$ cat config.mk
export PLATFORM = sky130hd
export DESIGN_NAME = ad9226_capture
export DESIGN_NICKNAME = d
export VERILOG_FILES = /design/src/rtl/ad9226_capture.sv
export SDC_FILE = /design/constraint.sdc
export NUM_CORES = 1
export LEC_CHECK = 0
export CAP_MARGIN = 20
export CORE_MARGIN = 2
export CORE_UTILIZATION = 35
export DETAILED_ROUTE_END_ITERATION = 16
export PLACE_DENSITY = 0.65
export SLEW_MARGIN = 20
export SYNTH_ARGS = -nofsm -noshare
export SYNTH_HDL_FRONTEND = slang
export SYNTH_SLANG_ARGS = --single-unit
$ cat constraint.sdc
create_clock -name CLOCK_50 -period 2.3 [get_ports CLOCK_50]
set_clock_uncertainty 0.1 [all_clocks]
set_input_delay 0.46 -clock CLOCK_50 [delete_from_list [all_inputs] [get_ports CLOCK_50]]
set_output_delay 0.46 -clock CLOCK_50 [all_outputs]
set_load 0.005 [all_outputs]
$ cat src/rtl/ad9226_capture.sv
// AD9226 capture: divided conversion clock, pipeline flush, block averaging
// and a single-entry output register with a sticky overrun flag.
module ad9226_capture #(
  parameter int ADC_MSB     = 11,
  parameter int CLK_DIV     = 4,
  parameter int BIT_REVERSE = 0,
  parameter int DECIM_LOG2  = 2
) (
  input  logic                      CLOCK_50,
  input  logic                      RESET,
  input  logic                      ENABLE,
  input  logic [ADC_MSB:0]          ADC_DATA,
  output logic                      ADC_CLK,
  output logic signed [ADC_MSB:0]   SAMPLE,
  output logic                      SAMPLE_VALID,
  input  logic                      SAMPLE_READY,
  output logic                      OVERRUN,
  input  logic                      CLEAR_OVERRUN
);

  localparam int DW      = $clog2(CLK_DIV);
  localparam int AW      = ADC_MSB + 1 + DECIM_LOG2;
  localparam int GW      = DECIM_LOG2 + 1;
  localparam int DISCARD = 8;

  logic [DW-1:0]            div_cnt;
  logic [3:0]               disc_cnt;
  logic [GW-1:0]            grp_cnt;
  logic signed [AW-1:0]     acc;
  logic signed [AW-1:0]     acc_sum;
  logic [ADC_MSB:0]         data_map;
  logic [ADC_MSB:0]         cap_data;
  logic                     cap_vld;
  logic signed [ADC_MSB:0]  cap_signed;
  logic signed [ADC_MSB:0]  result;
  logic                     strobe;
  logic                     grp_last;
  logic                     res_vld;

  always_comb begin
    data_map = '0;
    for (int i = 0; i <= ADC_MSB; i++) begin
      data_map[i] = (BIT_REVERSE != 0) ? ADC_DATA[ADC_MSB-i] : ADC_DATA[i];
    end
  end

  assign strobe     = ENABLE && (div_cnt == DW'(CLK_DIV - 1));
  // Straight binary to two's complement is just an MSB flip.
  assign cap_signed = {~cap_data[ADC_MSB], cap_data[ADC_MSB-1:0]};
  assign acc_sum    = acc + AW'(cap_signed);
  assign grp_last   = (grp_cnt == GW'((1 << DECIM_LOG2) - 1));
  assign res_vld    = ENABLE && cap_vld && grp_last;
  // Taking the upper bits of the sum is the floor arithmetic shift.
  assign result     = acc_sum[ADC_MSB+DECIM_LOG2:DECIM_LOG2];

  always_ff @(posedge CLOCK_50) begin
    if (RESET) begin
      div_cnt  <= '0;
      ADC_CLK  <= 1'b0;
      disc_cnt <= '0;
      cap_vld  <= 1'b0;
      cap_data <= '0;
      acc      <= '0;
      grp_cnt  <= '0;
    end else if (!ENABLE) begin
      div_cnt  <= '0;
      ADC_CLK  <= 1'b0;
      disc_cnt <= '0;
      cap_vld  <= 1'b0;
      acc      <= '0;
      grp_cnt  <= '0;
    end else begin
      div_cnt <= strobe ? '0 : div_cnt + 1'b1;
      ADC_CLK <= (div_cnt < DW'(CLK_DIV / 2));
      cap_vld <= strobe && (disc_cnt == 4'(DISCARD));
      if (strobe) begin
        cap_data <= data_map;
        if (disc_cnt != 4'(DISCARD)) disc_cnt <= disc_cnt + 1'b1;
      end
      if (cap_vld) begin
        if (grp_last) begin
          acc     <= '0;
          grp_cnt <= '0;
        end else begin
          acc     <= acc_sum;
          grp_cnt <= grp_cnt + 1'b1;
        end
      end
    end
  end

  always_ff @(posedge CLOCK_50) begin
    if (RESET) begin
      SAMPLE       <= '0;
      SAMPLE_VALID <= 1'b0;
      OVERRUN      <= 1'b0;
    end else begin
      if (res_vld && (!SAMPLE_VALID || SAMPLE_READY)) begin
        SAMPLE       <= result;
        SAMPLE_VALID <= 1'b1;
      end else if (SAMPLE_READY) begin
        SAMPLE_VALID <= 1'b0;
      end
      // A fresh drop wins over a clear request on the same edge.
      if (res_vld && SAMPLE_VALID && !SAMPLE_READY) OVERRUN <= 1'b1;
      else if (CLEAR_OVERRUN)                       OVERRUN <= 1'b0;
    end
  end

endmodule

* Word level (Yosys, flattened, before mapping) *
Index checks and enable logic that the tools add are counted.

storage, ports and cells
  bits in registers = 51
  bits of input ports = 17

cells by class
  add/sub/neg operators = 4
  order comparisons = 1
  eq/ne operators = 4
  mux-type cells = 6
  bitwise gates (word level) = 2
  reductions and logical operators = 16

operator list
  kind                 count
  $add 14x12->14       1
  $mux 14              1
  $logic_and 1x1->1    7
  $add 4x1->4 const B  1
  $eq 4x4->1 const B   1
  $mux 1               4
  $ne 4x4->1 const B   1
  $reduce_and 2->1     2
  $reduce_bool 2->1    2
  $add 3x1->3 const B  1
  $eq 3x2->1 const B   1
  $mux 3               1
  $reduce_or 3->1      1
  $add 2x1->2 const B  1
  $eq 2x2->1 const B   1
  $logic_not 1->1      2
  $lt 2x2->1 const B   1
  $not 1->1            2
  $reduce_or 2->1      1
  $logic_or 1x1->1     1

* Longest topological paths before layout *
Gate-level depths: netlist of the first run.

  depth in word-level cells = 5
  gate-level depth with buffers = 10

* Least setup slack after synthesis of the first run *
No wires, ideal clock.

  path kind = reg-to-reg
  start = register acc[0]
  end = register SAMPLE[6]
  setup time = 0.122 ns
  arrival time = 2.114 ns
  required time = 2.078 ns
  path slack = -0.036 ns
  cell stages (with the launch flop) = 11
  path buffers = 0
  clock period less this slack = 2.336 ns
  cells stage by stage = dfxtp_1 -> ha_1 -> inv_1 -> fa_1 -> nor2b_1 -> o21ai_0 -> a21boi_0 -> o21ai_0 -> o21ai_0 -> nor4b_1 -> a311o_1

on the way
  longest elaborated chain between the ends = 1

ends and longest elaborated chain
  element                 line  RTL
  from (decl)             29    logic signed [AW-1:0] acc;
  from (signal assigned)  85    acc <= acc_sum;
  $add 14x12->14          50    assign acc_sum = acc + AW'(cap_signed);
  to (signal assigned)    99    SAMPLE <= result;
  to (decl)               14    output logic signed [ADC_MSB:0] SAMPLE,

Every way passes these cells.
A chain may end at the register's enable or synchronous reset.

* Worst setup path in the final report of the first run *
Same ends and word-level chain as after synthesis.

==> results.ini, run 1 <==
[logic_synthesis]
yosys_register_bits=51
synth_most_common_cell=dfxtp_1
synth_area_leader_cell=dfxtp_1
syn_area_per_cell_um2=8.42
yosysWarningCount=0
synthTopCellsByArea=dfxtp_1, ha_1, nand2_1
netlist_top_cells_count=dfxtp_1, nand2_1, nor2_1
synthCells=302
netlist-cell-type-count=50
yosysSeqAreaShare_pct=40.1
netlist_area_um2=2540
syn-num-nets=337
synth_edf_count=0
synth_top_cell_area_share_pct=40.1
ys.flop_type=dfxtp_1
async_flop_share_pct=0

[layout]
finalNonFillerCells=463
drive_gt1_share_pct=23.9
num_antenna_cells=0
syn_to_final_growth_pct=40.0
layout.nets=398
design_area_um2=3560

[power]
p_total_mw=1.69
seq_power_share_pct=52.5
p_sw_share_pct=19.6
powerDensity_nw_per_um2=474
p_int_mw=1.36
combPwrFrac_pct=4.1
ir_worst_vdd_v=0.000233
power_frac_clock_pct=43.4
p_sw_mw=0.332
leakagePower_nw=1.34

[setup_path]
end_kind=flop
critPathKind=flop to flop
startpoint_type=flop
required_ns=2.40
crit_fanout=3
cp.arrival_ns=2.41
reg2reg_depth=11

[sta]
rsz0062_at_grt=yes
worst_slack_ns=-0.00542
finalCriticalPeriod_ns=2.31
max_slew.worst_pin.slew_ns=0.591
fin_tns_setup_ns=-0.00542
finalSetupViolCount=1
hold_violations=0
slew_headroom_pct=60.2
period_share_pct=100
fmax_ghz=0.434
hold_ws_ns=0.323
finalMaxSlewViolations=0

[grt]
grt_max_degree=34
grt_overflow=0
grt.total_usage_pct=15.4
grt_pass1_wl_um=9400
antenna_found_initial=0
grt_pass1_vias=2060

[clock_tree]
cts_root_buffer=clkbuf_8
clk_latency_ns=0.31
cts_tree=built
cts_buffer_depth=2
path_clk_slew_ns=0.09
clock_sinks=51
htreeDepth=2
postCtsHoldBufs=0
cts_buffers=5

[floorplanning]
start_util_pct=35.6
rows=31
core_um2=7140
dieArea_um2=7970
fp.dieH_um=89.3
dieWidth_um=89.3
ios=32

[route]
dr.pass1.iters=5
via_per_inst=4.95
wl_per_cell_um=13.0
drc=0
drt_iter0_markers=103
ant_nets=0
num_vias=2292
wl_um=6020

[placed_design]
placed_area_um2=3160
dp.cells=450
gp_congestion=0.860
hpwl_um=4330
portBuffers=31

[min_path]
holdPathStages=1
hold_class=flop to flop

[run_status]
status=finished, violations left
violations=setup timing

[flow_run]
drv_cap=0

-- flip-flops by register name (all words and copies together) (netlist names) --
name          cells
cap_data         12
ADC_CLK           1
disc_cnt          4
cap_vld           1
div_cnt           2
SAMPLE_VALID      1
OVERRUN           1
grp_cnt           3
acc              14
SAMPLE           12
-- final cells by class --
class | count | area (um2)
fillers | 683 | 3580
well taps | 99 | 124
multi-input cells | 224 | 1630
repair buffers | 67 | 584
inverters | 14 | 55.1
clock inverters | 2 | 60.1
flip-flops and latches | 51 | 1030
clock buffers | 6 | 72.6
-- cell usage in the layout (no fill, tap or decap), types with 6 or more instances in the layout --
| cell | n |
|---|---|
| nor2_1 | 29 |
| dfxtp_1 | 43 |
| ha_1 | 6 |
| nand2_1 | 41 |
| a22oi_1 | 8 |
| buf_4 | 35 |
| ha_4 | 10 |
| inv_1 | 11 |
| a21oi_1 | 23 |
| clkdlybuf4s50_1 | 31 |
| xnor2_1 | 6 |
| mux2i_1 | 6 |
| nand3_1 | 9 |
| dfxtp_2 | 7 |
-- power groups by stage --
| stage | clock [mW] | sequential, mW | combinational, mW |
|---|---|---|---|
| after CTS | 0.753 | 0.888 | 0.0692 |
| after global placement | 0 | 0.908 | 0.0682 |
| after global routing | 0.788 | 0.887 | 0.0756 |
| after detailed placement | 0 | 0.908 | 0.0686 |
| final | 0.733 | 0.886 | 0.0700 |
| after floorplan | 0 | 0.908 | 0.0225 |
-- metal layers --
layer	GRT usage, %	vias up	part of all wire [%]
li1	-	1179	-
met1	18.8	1069	46
met2	25.8	36	48
met3	3.69	8	3.5
met4	6.92	0	2.3
met5	0	-	0
-- critical path, cell delays in order (launching register included) --
cell and delay (ns):
dfxtp_2 0.36, ha_4 0.15, inv_2 0.04, fa_2 0.35, nor2b_1 0.15, o21ai_1 0.10
a21boi_1 0.22, buf_4 0.16, o21ai_4 0.06, o21ai_2 0.18, nor4b_2 0.07, a311o_1 0.27
-- through the flow --
step	util (%)	setup slack (ns)
after floorplan	-	0.0381
after global placement	44.2	-0.0945
after detailed placement	44.2	-0.162
after CTS	47.0	-0.0196
after global routing	49.9	-0.123
final	49.9	-0.00542
-- worst paths after layout --
check | startpoint | endpoint | slack, ns
worst min register to register | div_cnt[1]$_SDFF_PP0_ | ADC_CLK$_SDFF_PP0_ | 0.32
worst max register to register | acc[0]$_SDFFE_PP0P_ | SAMPLE[6]$_SDFFE_PP0P_ | -0.005
worst max-delay path | acc[0]$_SDFFE_PP0P_ | SAMPLE[6]$_SDFFE_PP0P_ | -0.005
worst min-delay path | div_cnt[1]$_SDFF_PP0_ | ADC_CLK$_SDFF_PP0_ | 0.32
-- repair_timing --
item	in CTS	in global routing
resized for setup	14	38
pin swaps	7	17
buffers inserted	2	3
endpoints found under the setup margin	10	10
cloned	0	0
-- kinds of logic (layout without fill, tap and decap cells) --
group / after synthesis / after routing / synth area share (%)
mux: 7 / 7 / 2.80
fa+ha+maj: 18 / 18 / 9.15
simple gates: 118 / 118 / 22.7
compound gates: 70 / 70 / 17.2
buf+inv: 27 / 89 / 4.23
flops: 51 / 51 / 40.1
xor+xnor: 11 / 11 / 3.79
(Power assumes the default switching activity.)
==> run 2, diff against run 1 <==
--- a/config.mk
+++ b/config.mk
@@ -7,9 +7,9 @@
 export LEC_CHECK = 0
 export CAP_MARGIN = 20
 export CORE_MARGIN = 2
-export CORE_UTILIZATION = 35
+export CORE_UTILIZATION = 45
 export DETAILED_ROUTE_END_ITERATION = 16
-export PLACE_DENSITY = 0.65
+export PLACE_DENSITY = 0.75
 export SLEW_MARGIN = 20
 export SYNTH_ARGS = -nofsm -noshare
 export SYNTH_HDL_FRONTEND = slang
==> constraint.sdc (replaced) <==
create_clock -name CLOCK_50 -period 2.9 [get_ports CLOCK_50]
set_clock_uncertainty 0.1 [all_clocks]
set_input_delay 0.58 -clock CLOCK_50 [delete_from_list [all_inputs] [get_ports CLOCK_50]]
set_output_delay 0.58 -clock CLOCK_50 [all_outputs]
set_load 0.005 [all_outputs]
==> run 2 against run 1 <==
  * Maximum frequency decreased by 11%
  * Highest routed layer unchanged
  * Setup slack improved by 0.31 ns
  * Hold slack improved by 0.013 ns
  * The run now ends clean
  * Flip-flop and latch count unchanged
  * Clock power decreased by 48%
  * Wire length decreased by 12%
  * Critical path type unchanged
  * Largest cell class unchanged
  * Total power decreased by 33%
  * Non-clock buffer count decreased by 31
  * Largest power group unchanged
==> results.ini, run 2 (synthesis results as in run 1) <==
[run_status]
status=completed  ; was finished, violations left

[setup_path]
startpoint_type=flop  ; unchanged
crit_start=acc[0]$_SDFFE_PP0P_  ; unchanged
cp.arrival_ns=2.74  ; was 2.41 ns
end_kind=flop  ; unchanged
required_ns=3.05  ; was 2.40 ns
r2r-start=acc[0]$_SDFFE_PP0P_  ; unchanged
crit_fanout=3  ; unchanged
critPathKind=flop to flop  ; unchanged

[route]
ant_nets=0  ; unchanged
drt_iter0_markers=76  ; was 103
via_per_inst=5.32  ; was 4.95
wl_per_cell_um=13.2  ; was 13.0 um
dr.pass1.iters=4  ; was 5
num_vias=2144  ; was 2292
wl_um=5300  ; was 6020 um
drc=0  ; unchanged

[power]
powerDensity_nw_per_um2=377  ; was 474 nW/um2
ir_worst_vdd_v=0.000190  ; was 0.000233 V
p_total_mw=1.13  ; was 1.69 mW
leakagePower_nw=1.17  ; was 1.34 nW

[clock_tree]
htreeDepth=2  ; unchanged
clk_latency_ns=0.30  ; was 0.31 ns
clock_sinks=51  ; unchanged
cts_tree=built  ; unchanged
cts_root_buffer=clkbuf_8  ; unchanged
postCtsHoldBufs=0  ; unchanged
cts_resized=0  ; was 14
path_clk_slew_ns=0.09  ; about the same
cts_buffers=5  ; unchanged
cts_buffer_depth=2  ; unchanged
postCtsSetupBuffers=0  ; was 2

[min_path]
hold_class=flop to flop  ; unchanged
hp-start=div_cnt[1]$_SDFF_PP0_  ; unchanged

[layout]
final_common_cell=dfxtp_1  ; unchanged
num_antenna_cells=0  ; unchanged
top_regs=acc (14), SAMPLE (12), cap_data (12)  ; unchanged
layout_common_cells=dfxtp_1, nand2_1, nor2_1  ; was dfxtp_1, nand2_1, buf_4
largest-register=acc  ; unchanged
drive_gt1_share_pct=5.14  ; was 23.9%
layout.nets=367  ; was 398
num-fill-cells=539  ; was 683
syn_to_final_growth_pct=17.9  ; was 40.0%
largest_reg_flops=14  ; unchanged
finalNonFillerCells=403  ; was 463

[sta]
finalMaxSlewViolations=0  ; unchanged
finalSetupViolCount=0  ; was 1
rsz0062_at_grt=no  ; was yes
finalCriticalPeriod_ns=2.59  ; was 2.31 ns
fmax_ghz=0.385  ; was 0.434 GHz
hold_violations=0  ; unchanged
period_share_pct=89.5  ; was 100%
slew_headroom_pct=62.7  ; was 60.2%
max_slew.worst_pin.slew_ns=0.553  ; was 0.591 ns
fin_tns_setup_ns=0  ; was -0.00542 ns
hold_ws_ns=0.336  ; was 0.323 ns
worst_slack_ns=0.306  ; was -0.00542 ns

[floorplanning]
dieArea_um2=6270  ; was 7970 um2
start_util_pct=46.5  ; was 35.6%
core_um2=5470  ; was 7140 um2
rows=27  ; was 31
dieWidth_um=79.2  ; was 89.3 um
fp.dieH_um=79.2  ; was 89.3 um
ios=32  ; unchanged

[placed_design]
dp.cells=397  ; was 450
portBuffers=31  ; unchanged
hpwl_um=3980  ; was 4330 um
dp_slack_ns=0.329  ; was -0.162 ns
gp_congestion=0.856  ; was 0.860

[grt]
grt_pass1_vias=2020  ; was 2060
grt_pass1_wl_um=9000  ; was 9400 um
grt_overflow=0  ; unchanged
antenna_found_initial=0  ; unchanged
grt.total_usage_pct=18.2  ; was 15.4%
grt_max_degree=34  ; unchanged

[flow_run]
drv_cap=0  ; unchanged

-- run 2: changes by cell type in the layout (fill, tap and decap cells not counted), sizes merged --
cell,before,now
bufinv,2,0
buf,36,5
-- run 2: path summary, 6_finish.rpt --
path | endpoint | slack [ns] | cells after the start
setup / recovery | SAMPLE[6]$_SDFFE_PP0P_ | 0.31 | 10
hold / removal | ADC_CLK$_SDFF_PP0_ | 0.34 | 1
setup reg to reg | SAMPLE[6]$_SDFFE_PP0P_ | 0.31 | 10
hold reg to reg | ADC_CLK$_SDFF_PP0_ | 0.34 | 1
-- run 2: layer usage --
metal,global-route usage (%),wire [um]
met1,22.9,2540
met2,30.8,2470
met5,0,0
met4,6.38,67
met3,3.64,225
-- run 2: power breakdown --
| part | switching, mW | internal, mW |
|---|---|---|
| logic | 0.0233 | 0.0265 |
| registers | 0.00134 | 0.702 |
| clock network | 0.216 | 0.161 |
-- run 2: critical path, stage by stage (launching register included) --
cell	delay [ns]
dfxtp_1	0.34
ha_1	0.17
inv_1	0.05
fa_1	0.40
nor2b_1	0.12
o21ai_0	0.10
a21boi_0	0.30
o21ai_0	0.19
o21ai_0	0.35
nor4b_1	0.28
a311o_1	0.15
-- run 2: area by class of cell --
type / instances / area [um2] / share of cell area [%]
Multi-Input combinational cell: 224 / 1420 / 47.2
Timing Repair Buffer: 36 / 348 / 11.6
Tap cell: 72 / 90.1 / 3.00
Clock buffer: 6 / 72.6 / 2.42
Inverter: 14 / 52.6 / 1.75
Sequential cell: 51 / 1020 / 34.0
-- run 2: per-stage QoR --
| step | instance area, um2 | util [%] |
|---|---|---|
| global route | 3000 | 54.8 |
| finish | 3000 | 54.8 |
| floorplan | 2540 | - |
| detailed placement | 2930 | 53.5 |
| global placement | 2930 | 53.5 |
| CTS | 3000 | 54.8 |
==> run 3, diff against run 2 <==
--- a/config.mk
+++ b/config.mk
@@ -7,9 +7,9 @@
 export LEC_CHECK = 0
 export CAP_MARGIN = 20
 export CORE_MARGIN = 2
-export CORE_UTILIZATION = 45
+export CORE_UTILIZATION = 30
 export DETAILED_ROUTE_END_ITERATION = 16
-export PLACE_DENSITY = 0.75
+export PLACE_DENSITY = 0.56
 export SLEW_MARGIN = 20
 export SYNTH_ARGS = -nofsm -noshare
 export SYNTH_HDL_FRONTEND = slang
==> run 3 against run 2 <==
  * Via count fell by 0.28%
  * Flip-flop and latch count unchanged
  * Maximum frequency is 2.0% lower
  * Utilization shrank 17 points
  * First-iteration DRC count grew 12%
  * Global-route usage decreased by 5.2 points
  * Register-to-register slack got worse by 0.05 ns
  * Total power is 12% higher
  * Cell count grew 8.7%
  * Highest routed layer unchanged
==> results.ini, run 3 (synthesis results as in run 1) <==
[route]
via_per_inst=4.88  ; was 5.32
drc=0  ; unchanged
wl_per_cell_um=12.6  ; was 13.2 um
wl_um=5520  ; was 5300 um
num_vias=2138  ; was 2144
ant_nets=0  ; unchanged
dr.pass1.iters=4  ; unchanged
drt_iter0_markers=85  ; was 76

[grt]
grt.total_usage_pct=13.0  ; was 18.2%
grt_pass1_wl_um=9320  ; was 9000 um
grt_pass1_vias=2005  ; was 2020
grt_overflow=0  ; unchanged
grt_max_degree=34  ; unchanged
antenna_found_initial=0  ; unchanged

[clock_tree]
cts_tree=built  ; unchanged
postCtsSetupBuffers=0  ; unchanged
clock_sinks=51  ; unchanged
cts_resized=0  ; unchanged
cts_buffers=5  ; unchanged
path_clk_slew_ns=0.09  ; about the same
postCtsHoldBufs=0  ; unchanged
cts_buffer_depth=2  ; unchanged
cts_root_buffer=clkbuf_8  ; unchanged
clk_latency_ns=0.31  ; was 0.30 ns
htreeDepth=2  ; unchanged

[power]
powerDensity_nw_per_um2=409  ; was 377 nW/um2
leakagePower_nw=1.19  ; was 1.17 nW
power_frac_clock_pct=40.3  ; was 33.4%
p_int_mw=0.989  ; was 0.890 mW
p_sw_mw=0.273  ; was 0.241 mW
ir_worst_vdd_v=0.000241  ; was 0.000190 V
seq_power_share_pct=55.8  ; was 62.2%
combPwrFrac_pct=3.9  ; was 4.4%
p_sw_share_pct=21.6  ; was 21.3%

[min_path]
hold_class=flop to flop  ; unchanged

[layout]
num_antenna_cells=0  ; unchanged
final_common_cell=dfxtp_1  ; unchanged
layout_common_cells=dfxtp_1, nand2_1, nor2_1  ; unchanged
seq_area_um2=1020  ; unchanged
largest_reg_flops=14  ; unchanged
largest-register=acc  ; unchanged
multiInputGateArea_um2=1420  ; unchanged
drive_gt1_share_pct=6.01  ; was 5.14%
top_regs=acc (14), SAMPLE (12), cap_data (12)  ; unchanged
syn_to_final_growth_pct=21.2  ; was 17.9%
layout.nets=367  ; unchanged
num-fill-cells=865  ; was 539

[sta]
finalSetupViolCount=0  ; unchanged
max_slew.worst_pin.slew_ns=0.548  ; was 0.553 ns
finalCriticalPeriod_ns=2.65  ; was 2.59 ns
rsz0062_at_grt=no  ; unchanged
period_share_pct=91.3  ; was 89.5%
fmax_ghz=0.378  ; was 0.385 GHz
fin_tns_setup_ns=0  ; unchanged
finalMaxSlewViolations=0  ; unchanged
slew_headroom_pct=63.4  ; was 62.7%
hold_ws_ns=0.324  ; was 0.336 ns
hold_violations=0  ; unchanged

[setup_path]
end_kind=flop  ; unchanged
crit_fanout=3  ; unchanged
startpoint_type=flop  ; unchanged
critPathKind=flop to flop  ; unchanged
required_ns=3.05  ; about the same
cp.arrival_ns=2.80  ; was 2.74 ns

[placed_design]
gp_congestion=0.792  ; was 0.856
hpwl_um=4130  ; was 3980 um
portBuffers=31  ; unchanged

[floorplanning]
rows=33  ; was 27
dieWidth_um=96.1  ; was 79.2 um
start_util_pct=31.0  ; was 46.5%
fp.dieH_um=96.1  ; was 79.2 um
dieArea_um2=9230  ; was 6270 um2
core_um2=8220  ; was 5470 um2
ios=32  ; unchanged

[run_status]
status=completed  ; unchanged

[flow_run]
drv_cap=0  ; unchanged

-- run 3: changes by cell type in the layout (fill, tap and decap cells not counted), sizes merged --
cell / delta
inv: +1
clkinvlp: +1
clkbuf: -1
bufinv: +1
-- run 3: cell type report --
type,instances,area share [%]
Inverter,14,1.70
Clock inverter,3,1.50
Sequential cell,51,33.1
Timing Repair Buffer,36,11.3
Tap cell,105,4.26
Clock buffer,5,2.23
Multi-Input combinational cell,224,45.9
-- run 3: final timing paths --
check,startpoint,slack (ns),to,cells past startpoint
worst min-delay path,div_cnt[1]$_SDFF_PP0_,0.32,ADC_CLK$_SDFF_PP0_,1
worst max-delay path,cap_data[0]$_SDFFE_PP0P_,0.25,SAMPLE[6]$_SDFFE_PP0P_,10
worst max register to register,cap_data[0]$_SDFFE_PP0P_,0.25,SAMPLE[6]$_SDFFE_PP0P_,10
worst min register to register,div_cnt[1]$_SDFF_PP0_,0.32,ADC_CLK$_SDFF_PP0_,1
-- run 3: worst max-delay path: stages, from the launching register on --
cell and delay, ns:
dfxtp_1 0.34, ha_1 0.17, inv_1 0.06, fa_1 0.39, nor2b_1 0.11, o21ai_0 0.10, a21boi_0 0.34, o21ai_0 0.18
o21ai_0 0.37, nor4b_1 0.28, a311o_1 0.15
-- run 3: layer usage --
layer / track usage, % / wire length, um / vias to the layer above
met5: 0 / 0 / -
met4: 4.17 / 73 / 0
met3: 3.05 / 213 / 6
met2: 21.0 / 2440 / 32
met1: 17.0 / 2800 / 988
li1: - / - / 1112
-- run 3: per-stage QoR --
step	cell area, um2	util, %	power, mW	worst slack, ns	instances
finish	3080	37.5	1.26	0.253	438
global route	3080	37.5	1.32	0.0409	438
CTS	3080	37.5	1.29	0.250	438
detailed placement	2970	36.1	0.771	0.265	430
global placement	2970	36.1	0.771	0.357	430
floorplan	2540	-	0.738	0.564	302
-- run 3: power groups by stage --
stage               Sequential (mW)  Combinational (mW)  Clock [mW]
floorplan                     0.720              0.0179           0
global placement              0.720              0.0505           0
detailed placement            0.720              0.0505           0
CTS                           0.704              0.0507       0.531
global route                  0.705              0.0544       0.557
finish                        0.704              0.0497       0.508
